<file path="src/rtl/alu_pkg.sv">
// Shared ALU op codes and MIPS R-type funct values for the execute stage.
package alu_pkg;

  localparam int OP_W    = 4;
  localparam int FUNCT_W = 6;

  localparam logic [OP_W-1:0] ALU_AND = 4'b0000;
  localparam logic [OP_W-1:0] ALU_OR  = 4'b0001;
  localparam logic [OP_W-1:0] ALU_ADD = 4'b0010;
  localparam logic [OP_W-1:0] ALU_SUB = 4'b0110;
  localparam logic [OP_W-1:0] ALU_SLT = 4'b0111;
  localparam logic [OP_W-1:0] ALU_NOR = 4'b1100;
  localparam logic [OP_W-1:0] ALU_SLL = 4'b1101;
  localparam logic [OP_W-1:0] ALU_SRL = 4'b1110;

  localparam logic [FUNCT_W-1:0] FUNCT_SLL  = 6'h00;
  localparam logic [FUNCT_W-1:0] FUNCT_SRL  = 6'h02;
  localparam logic [FUNCT_W-1:0] FUNCT_ADD  = 6'h20;
  localparam logic [FUNCT_W-1:0] FUNCT_ADDU = 6'h21;
  localparam logic [FUNCT_W-1:0] FUNCT_SUB  = 6'h22;
  localparam logic [FUNCT_W-1:0] FUNCT_SUBU = 6'h23;
  localparam logic [FUNCT_W-1:0] FUNCT_AND  = 6'h24;
  localparam logic [FUNCT_W-1:0] FUNCT_OR   = 6'h25;
  localparam logic [FUNCT_W-1:0] FUNCT_NOR  = 6'h27;
  localparam logic [FUNCT_W-1:0] FUNCT_SLT  = 6'h2A;

endpackage

</file>
<file path="src/rtl/alu_funct_decode.sv">
// Combinational MIPS R-type funct -> ALU op decoder with shift and illegal flags.
module alu_funct_decode
  import alu_pkg::*;
(
  input  logic [FUNCT_W-1:0] funct,
  output logic [OP_W-1:0]    op,
  output logic               is_shift,
  output logic               illegal
);

  always_comb begin
    op       = ALU_AND;
    is_shift = 1'b0;
    illegal  = 1'b0;
    case (funct)
      FUNCT_AND:              op = ALU_AND;
      FUNCT_OR:               op = ALU_OR;
      FUNCT_ADD, FUNCT_ADDU:  op = ALU_ADD;
      FUNCT_SUB, FUNCT_SUBU:  op = ALU_SUB;
      FUNCT_SLT:              op = ALU_SLT;
      FUNCT_NOR:              op = ALU_NOR;
      FUNCT_SLL: begin
        op       = ALU_SLL;
        is_shift = 1'b1;
      end
      FUNCT_SRL: begin
        op       = ALU_SRL;
        is_shift = 1'b1;
      end
      default:                illegal = 1'b1;
    endcase
  end

endmodule

</file>
<file path="src/rtl/alu_issue_ctrl.sv">
// Two-stage EX/WB issue controller for the external 32-bit ALU with valid/ready backpressure.
// Optional retire/illegal counters are enabled with `define ALU_ISSUE_STATS_EN.
module alu_issue_ctrl
  import alu_pkg::*;
#(
  parameter int WIDTH = 32,
  parameter int RD_W  = 5
) (
  input  logic               clk,
  input  logic               reset,
  input  logic               in_valid,
  output logic               in_ready,
  input  logic [FUNCT_W-1:0] in_funct,
  input  logic [WIDTH-1:0]   in_rs,
  input  logic [WIDTH-1:0]   in_rt,
  input  logic [4:0]         in_shamt,
  input  logic [RD_W-1:0]    in_rd,
  output logic [OP_W-1:0]    alu_op,
  output logic [WIDTH-1:0]   alu_first,
  output logic [WIDTH-1:0]   alu_second,
  output logic [4:0]         alu_shamt,
  input  logic [WIDTH-1:0]   alu_result,
  input  logic               alu_zero,
  output logic               wb_valid,
  input  logic               wb_ready,
  output logic               wb_we,
  output logic [RD_W-1:0]    wb_rd,
  output logic [WIDTH-1:0]   wb_data,
  output logic               wb_zero,
`ifdef ALU_ISSUE_STATS_EN
  output logic [31:0]        stat_retired,
  output logic [15:0]        stat_illegal,
`endif
  output logic               wb_illegal
);

  logic [OP_W-1:0] dec_op;
  logic            dec_is_shift;
  logic            dec_illegal;

  alu_funct_decode u_decode (
    .funct    (in_funct),
    .op       (dec_op),
    .is_shift (dec_is_shift),
    .illegal  (dec_illegal)
  );

  // Stage 1: decoded request; drives the ALU directly.
  logic             s1_valid_q, s1_valid_d;
  logic [OP_W-1:0]  s1_op_q, s1_op_d;
  logic [WIDTH-1:0] s1_first_q, s1_first_d;
  logic [WIDTH-1:0] s1_second_q, s1_second_d;
  logic [4:0]       s1_shamt_q, s1_shamt_d;
  logic [RD_W-1:0]  s1_rd_q, s1_rd_d;
  logic             s1_illegal_q, s1_illegal_d;

  // Stage 2: captured write-back beat.
  logic             s2_valid_q, s2_valid_d;
  logic [WIDTH-1:0] s2_data_q, s2_data_d;
  logic             s2_zero_q, s2_zero_d;
  logic [RD_W-1:0]  s2_rd_q, s2_rd_d;
  logic             s2_illegal_q, s2_illegal_d;
  logic             s2_we_q, s2_we_d;

  logic s1_adv;
  logic accept;

  assign s1_adv   = s1_valid_q && (!s2_valid_q || wb_ready);
  assign in_ready = !s1_valid_q || s1_adv;
  assign accept   = in_valid && in_ready;

  always_comb begin
    s1_valid_d   = s1_valid_q;
    s1_op_d      = s1_op_q;
    s1_first_d   = s1_first_q;
    s1_second_d  = s1_second_q;
    s1_shamt_d   = s1_shamt_q;
    s1_rd_d      = s1_rd_q;
    s1_illegal_d = s1_illegal_q;
    if (accept) begin
      s1_valid_d   = 1'b1;
      s1_op_d      = dec_illegal ? ALU_AND : dec_op;
      s1_rd_d      = in_rd;
      s1_illegal_d = dec_illegal;
      if (dec_illegal) begin
        s1_first_d  = '0;
        s1_second_d = '0;
        s1_shamt_d  = '0;
      end else if (dec_is_shift) begin
        s1_first_d  = in_rt;
        s1_second_d = '0;
        s1_shamt_d  = in_shamt;
      end else begin
        s1_first_d  = in_rs;
        s1_second_d = in_rt;
        s1_shamt_d  = '0;
      end
    end else if (s1_adv) begin
      // Operands are left in place so the ALU inputs do not toggle needlessly.
      s1_valid_d = 1'b0;
    end
  end

  always_comb begin
    s2_valid_d   = s2_valid_q;
    s2_data_d    = s2_data_q;
    s2_zero_d    = s2_zero_q;
    s2_rd_d      = s2_rd_q;
    s2_illegal_d = s2_illegal_q;
    s2_we_d      = s2_we_q;
    if (s1_adv) begin
      s2_valid_d   = 1'b1;
      s2_data_d    = s1_illegal_q ? '0 : alu_result;
      s2_zero_d    = s1_illegal_q ? 1'b0 : alu_zero;
      s2_rd_d      = s1_rd_q;
      s2_illegal_d = s1_illegal_q;
      s2_we_d      = !s1_illegal_q && (s1_rd_q != '0);
    end else if (wb_ready) begin
      s2_valid_d = 1'b0;
    end
  end

  always_ff @(posedge clk or posedge reset) begin
    if (reset) begin
      s1_valid_q   <= 1'b0;
      s1_op_q      <= ALU_AND;
      s1_first_q   <= '0;
      s1_second_q  <= '0;
      s1_shamt_q   <= '0;
      s1_rd_q      <= '0;
      s1_illegal_q <= 1'b0;
      s2_valid_q   <= 1'b0;
      s2_data_q    <= '0;
      s2_zero_q    <= 1'b0;
      s2_rd_q      <= '0;
      s2_illegal_q <= 1'b0;
      s2_we_q      <= 1'b0;
    end else begin
      s1_valid_q   <= s1_valid_d;
      s1_op_q      <= s1_op_d;
      s1_first_q   <= s1_first_d;
      s1_second_q  <= s1_second_d;
      s1_shamt_q   <= s1_shamt_d;
      s1_rd_q      <= s1_rd_d;
      s1_illegal_q <= s1_illegal_d;
      s2_valid_q   <= s2_valid_d;
      s2_data_q    <= s2_data_d;
      s2_zero_q    <= s2_zero_d;
      s2_rd_q      <= s2_rd_d;
      s2_illegal_q <= s2_illegal_d;
      s2_we_q      <= s2_we_d;
    end
  end

  assign alu_op     = s1_op_q;
  assign alu_first  = s1_first_q;
  assign alu_second = s1_second_q;
  assign alu_shamt  = s1_shamt_q;

  assign wb_valid   = s2_valid_q;
  assign wb_we      = s2_we_q;
  assign wb_rd      = s2_rd_q;
  assign wb_data    = s2_data_q;
  assign wb_zero    = s2_zero_q;
  assign wb_illegal = s2_illegal_q;

`ifdef ALU_ISSUE_STATS_EN
  logic [31:0] stat_retired_q, stat_retired_d;
  logic [15:0] stat_illegal_q, stat_illegal_d;
  logic        retire;

  assign retire = s2_valid_q && wb_ready;

  // Counters wrap naturally at their maximum.
  always_comb begin
    stat_retired_d = stat_retired_q;
    stat_illegal_d = stat_illegal_q;
    if (retire) begin
      stat_retired_d = stat_retired_q + 32'd1;
      if (s2_illegal_q) stat_illegal_d = stat_illegal_q + 16'd1;
    end
  end

  always_ff @(posedge clk or posedge reset) begin
    if (reset) begin
      stat_retired_q <= '0;
      stat_illegal_q <= '0;
    end else begin
      stat_retired_q <= stat_retired_d;
      stat_illegal_q <= stat_illegal_d;
    end
  end

  assign stat_retired = stat_retired_q;
  assign stat_illegal = stat_illegal_q;
`endif

endmodule

</file>
<file path="config.mk">
export PLATFORM = sky130hd
export DESIGN_NAME = alu_issue_ctrl
export DESIGN_NICKNAME = d
export VERILOG_FILES = /design/src/rtl/alu_pkg.sv /design/src/rtl/alu_funct_decode.sv /design/src/rtl/alu_issue_ctrl.sv
export SDC_FILE = /design/constraint.sdc
export NUM_CORES = 1
export LEC_CHECK = 0
export CAP_MARGIN = 20
export CORE_MARGIN = 3
export CORE_UTILIZATION = 44
export CTS_CLUSTER_SIZE = 14
export DETAILED_ROUTE_END_ITERATION = 8
export GPL_TIMING_DRIVEN = 0
export PLACE_DENSITY = 0.88
export SLEW_MARGIN = 10
export SYNTH_ARGS = -nofsm -noshare
export SYNTH_HDL_FRONTEND = slang
export SYNTH_HIERARCHICAL = 1
export SYNTH_SLANG_ARGS = --single-unit
</file>
<file path="constraint.sdc">
create_clock -name clk -period 4.9 [get_ports clk]
set_input_delay 0.98 -clock clk [delete_from_list [all_inputs] [get_ports clk]]
set_output_delay 0.98 -clock clk [all_outputs]
set_load 0.01 [all_outputs]
</file>
==> flow_summary.toml <==
[worst_setup_path]
cp_max_fo = 10
crit_chain = "clkdlybuf4s50_1 > nand3b_4 > buf_6 > buf_6 > clkdlybuf4s50_1"
slowest_stage = "clkdlybuf4s50_1"
rrSetupSlack_ns = 3.48
reg2reg_depth = 4
crit_arrival_ns = 2.49
worst-path-stages = 5
reg2reg_from = "wb_valid"
critPathLaunchType = "input port"
critPathBufInv = 4
crit_end = "in_ready"
startpoint = "wb_ready"
critPathMaxStageDelay_ns = 0.54
critPathKind = "in -> out"
crit_path_end_kind = "output port"
crit_family = "buffers and inverters"
required_ns = 3.92
r2r-end = "alu_first[20]"

[pwr]
p_int_mw = 2.171
pwr-share-comb_pct = 19.7
power_frac_clock_pct = 40.6
peakVddDrop_mv = 0.1745
swShare_pct = 24.14
power_density_mw_per_mm2 = 324.9
pwr-share-seq_pct = 39.7
p_leak_nw = 4.123
switching_power_uw = 690.9

[logic_synthesis]
netlist_area_mm2 = 0.005707
synth-seq-area-share_pct = 53.06
synth_fp_nets = 565
yosys.area.top_type_share_pct = 53.06
ys.flop_type = "dfrtp_1"
syn_avg_cell_area_um2 = 12.74
synthTopCellsByCount = "121 x dfrtp_1, 81 x mux2_2, 35 x nor2_1"
synth_compound_area_share_pct = 6.095
ys_warn_count = 6
ys_top_cells_by_area = "dfrtp_1 53%, mux2_2 16%, mux2i_1 5.6%"
synth.most_common_cell = "dfrtp_1"
synth-seq-cells = 121
muxShareOfSynthArea_pct = 21.79
synthAdderAreaFrac_pct = 0
synth_top_family_by_area = "multiplexers"
synth_cell_types = 35
synth_top_area_cell = "dfrtp_1"
yosys.area_share.simple_pct = 14.89
synthCells = 448
synthXorXnorAreaFrac_pct = 0
synth_edf_count = 0
synth-async-reset-ratio_pct = 100.0

[cells_and_area]
drive_gt1_share_pct = 20.90
synthToLayoutAreaGrowth_pct = 54.33
postLayoutCellArea_mm2 = 0.008807
final_cells = 876
nNetsFinal = 816
diodes = 0

[floorplan]
die_w_um = 119.9
start_util_pct = 46.16
die_h_um = 119.9
io_pins = 232
core-area_mm2 = 0.01236
dieArea_mm2 = 0.01437
rows = 40

[timing]
skew_ns = 0.006357
hold_viol_final = 0
rsz0062_at_grt = "false"
tightest_slew_ns = 0.5551
min_period_over_period_pct = 70.84
drv_slew = 0
relSlewSlack_pct = 62.99
fin_crit_ns = 3.471
finalSetupViolations = 0
holdWs_ns = 0.4721
max_freq_ghz = 0.2881

[route]
dr.pass1.iters = 4
routed_wl_um = 16560
wire_per_inst_um = 18.91
num_vias = 4557
ant_nets = 0
routed_via_density = 5.202
drc = 0
drt_iter0_markers = 248

[min_path]
hold_path_class = "reg -> reg"

[clock_network]
cts_root_buf = "clkbuf_16"
clkLatencyLatePin_ns = 0.41
cts.hold.buffers_added = 0
numCtsBuffers = 17
ctsResizeCount = 0
cts_setup_buffers = 0
htree_levels = 4
cts_tree = "yes"
clk_pin_slew_ns = 0.05
cts_buffer_depth = 2
cts.sinks = 121

[global_routing]
grt_pass1_vias = 4998
overflow = 0
grt_first_pass_wirelength_um = 26570
gr-usage-all-layers_pct = 23.65
antenna_found_initial = 0
grt_max_degree = 63

[place]
io_buffers = 231
place_inst = 848
routabilityCongestion = 0.8266
hpwl_um = 12480
postPlaceCellArea_mm2 = 0.008262

[run]
max_cap_viol_count = 0

[status]
status = "completed"
## through the flow
stage / utilization, % / setup TNS, ns / power, mW / worst slack, ns
2_1_floorplan: - / 0 / 1.385 / 0.7058
3_3_place_gp: 66.57 / -109.52 / 1.694 / -0.9136
3_5_place_dp: 66.83 / 0 / 1.717 / 1.432
4_1_cts: 71.24 / 0 / 2.888 / 1.413
5_1_grt: 71.24 / 0 / 2.977 / 1.370
6_report: 71.24 / 0 / 2.862 / 1.429
## registers in the layout (all words and copies together), names as in the netlist
signal / count
alu_shamt: 5
wb_illegal: 1
s1_rd_q: 5
wb_we: 1
wb_valid: 1
s1_valid_q: 1
alu_op: 4
alu_second: 32
s1_illegal_q: 1
wb_data: 32
alu_first: 32
wb_zero: 1
wb_rd: 5
## power groups by stage
| stage | sequential (mW) | clock, mW | combinational, mW |
|---|---|---|---|
| after global placement | 1.15 | 0 | 0.548 |
| after floorplan | 1.18 | 0 | 0.204 |
| after global routing | 1.15 | 1.23 | 0.602 |
| after detailed placement | 1.15 | 0 | 0.565 |
| after CTS | 1.14 | 1.18 | 0.570 |
| final | 1.14 | 1.16 | 0.563 |
## kinds of logic after synthesis
| kind of cell | Yosys count |
|---|---|
| and+or+nand+nor | 132 |
| DFF | 121 |
| muxes | 114 |
| AOI/OAI and AO/OA | 46 |
| buffers and inverters | 35 |
## layout make-up
class	count	area, µm²
multi-input combinational	292	2441
sequential	121	3028
tap	168	210.2
inverter	1	8.758
fill	833	3555
timing repair buffer	232	2340
clock buffer	25	505.5
clock inverter	3	40.04
buffer	34	234.0
## worst min-delay path by stage
stage,start,slack [ns],end,cells past startpoint
2_1_floorplan,s1_rd_q[3],0.50,wb_rd[3],1
3_3_place_gp,alu_second[16],0.46,alu_second[16],1
3_5_place_dp,alu_second[1],0.46,alu_second[1],1
4_1_cts,alu_second[1],0.48,alu_second[1],1
5_1_grt,alu_second[10],0.49,alu_second[10],1
6_report,alu_second[10],0.47,alu_second[10],1
## cell usage in the layout, fill, tap and decap left out, types with 6 or more instances in the layout
cell type        synthesis  routed
clkbuf_16                0      17
mux2_2                  81      81
mux2i_1                 32      32
nor2b_1                 29      29
buf_4                    6       6
nor2_1                  35      35
clkdlybuf4s50_1          0     231
clkbuf_1                 6       9
and4_1                  32      32
and2b_1                 10      10
dfrtp_1                121     121
buf_2                   12      12
buf_6                    9       9
a21o_1                  32      32
## metal layers
metal,global-route usage (%),up-vias,share of wire [%]
met1,27.59,2253,40
met4,8.447,0,1.6
li1,-,2086,-
met5,0,-,0
met3,7.163,24,8.0
met2,41.24,194,51
(Power assumes the default switching activity.)
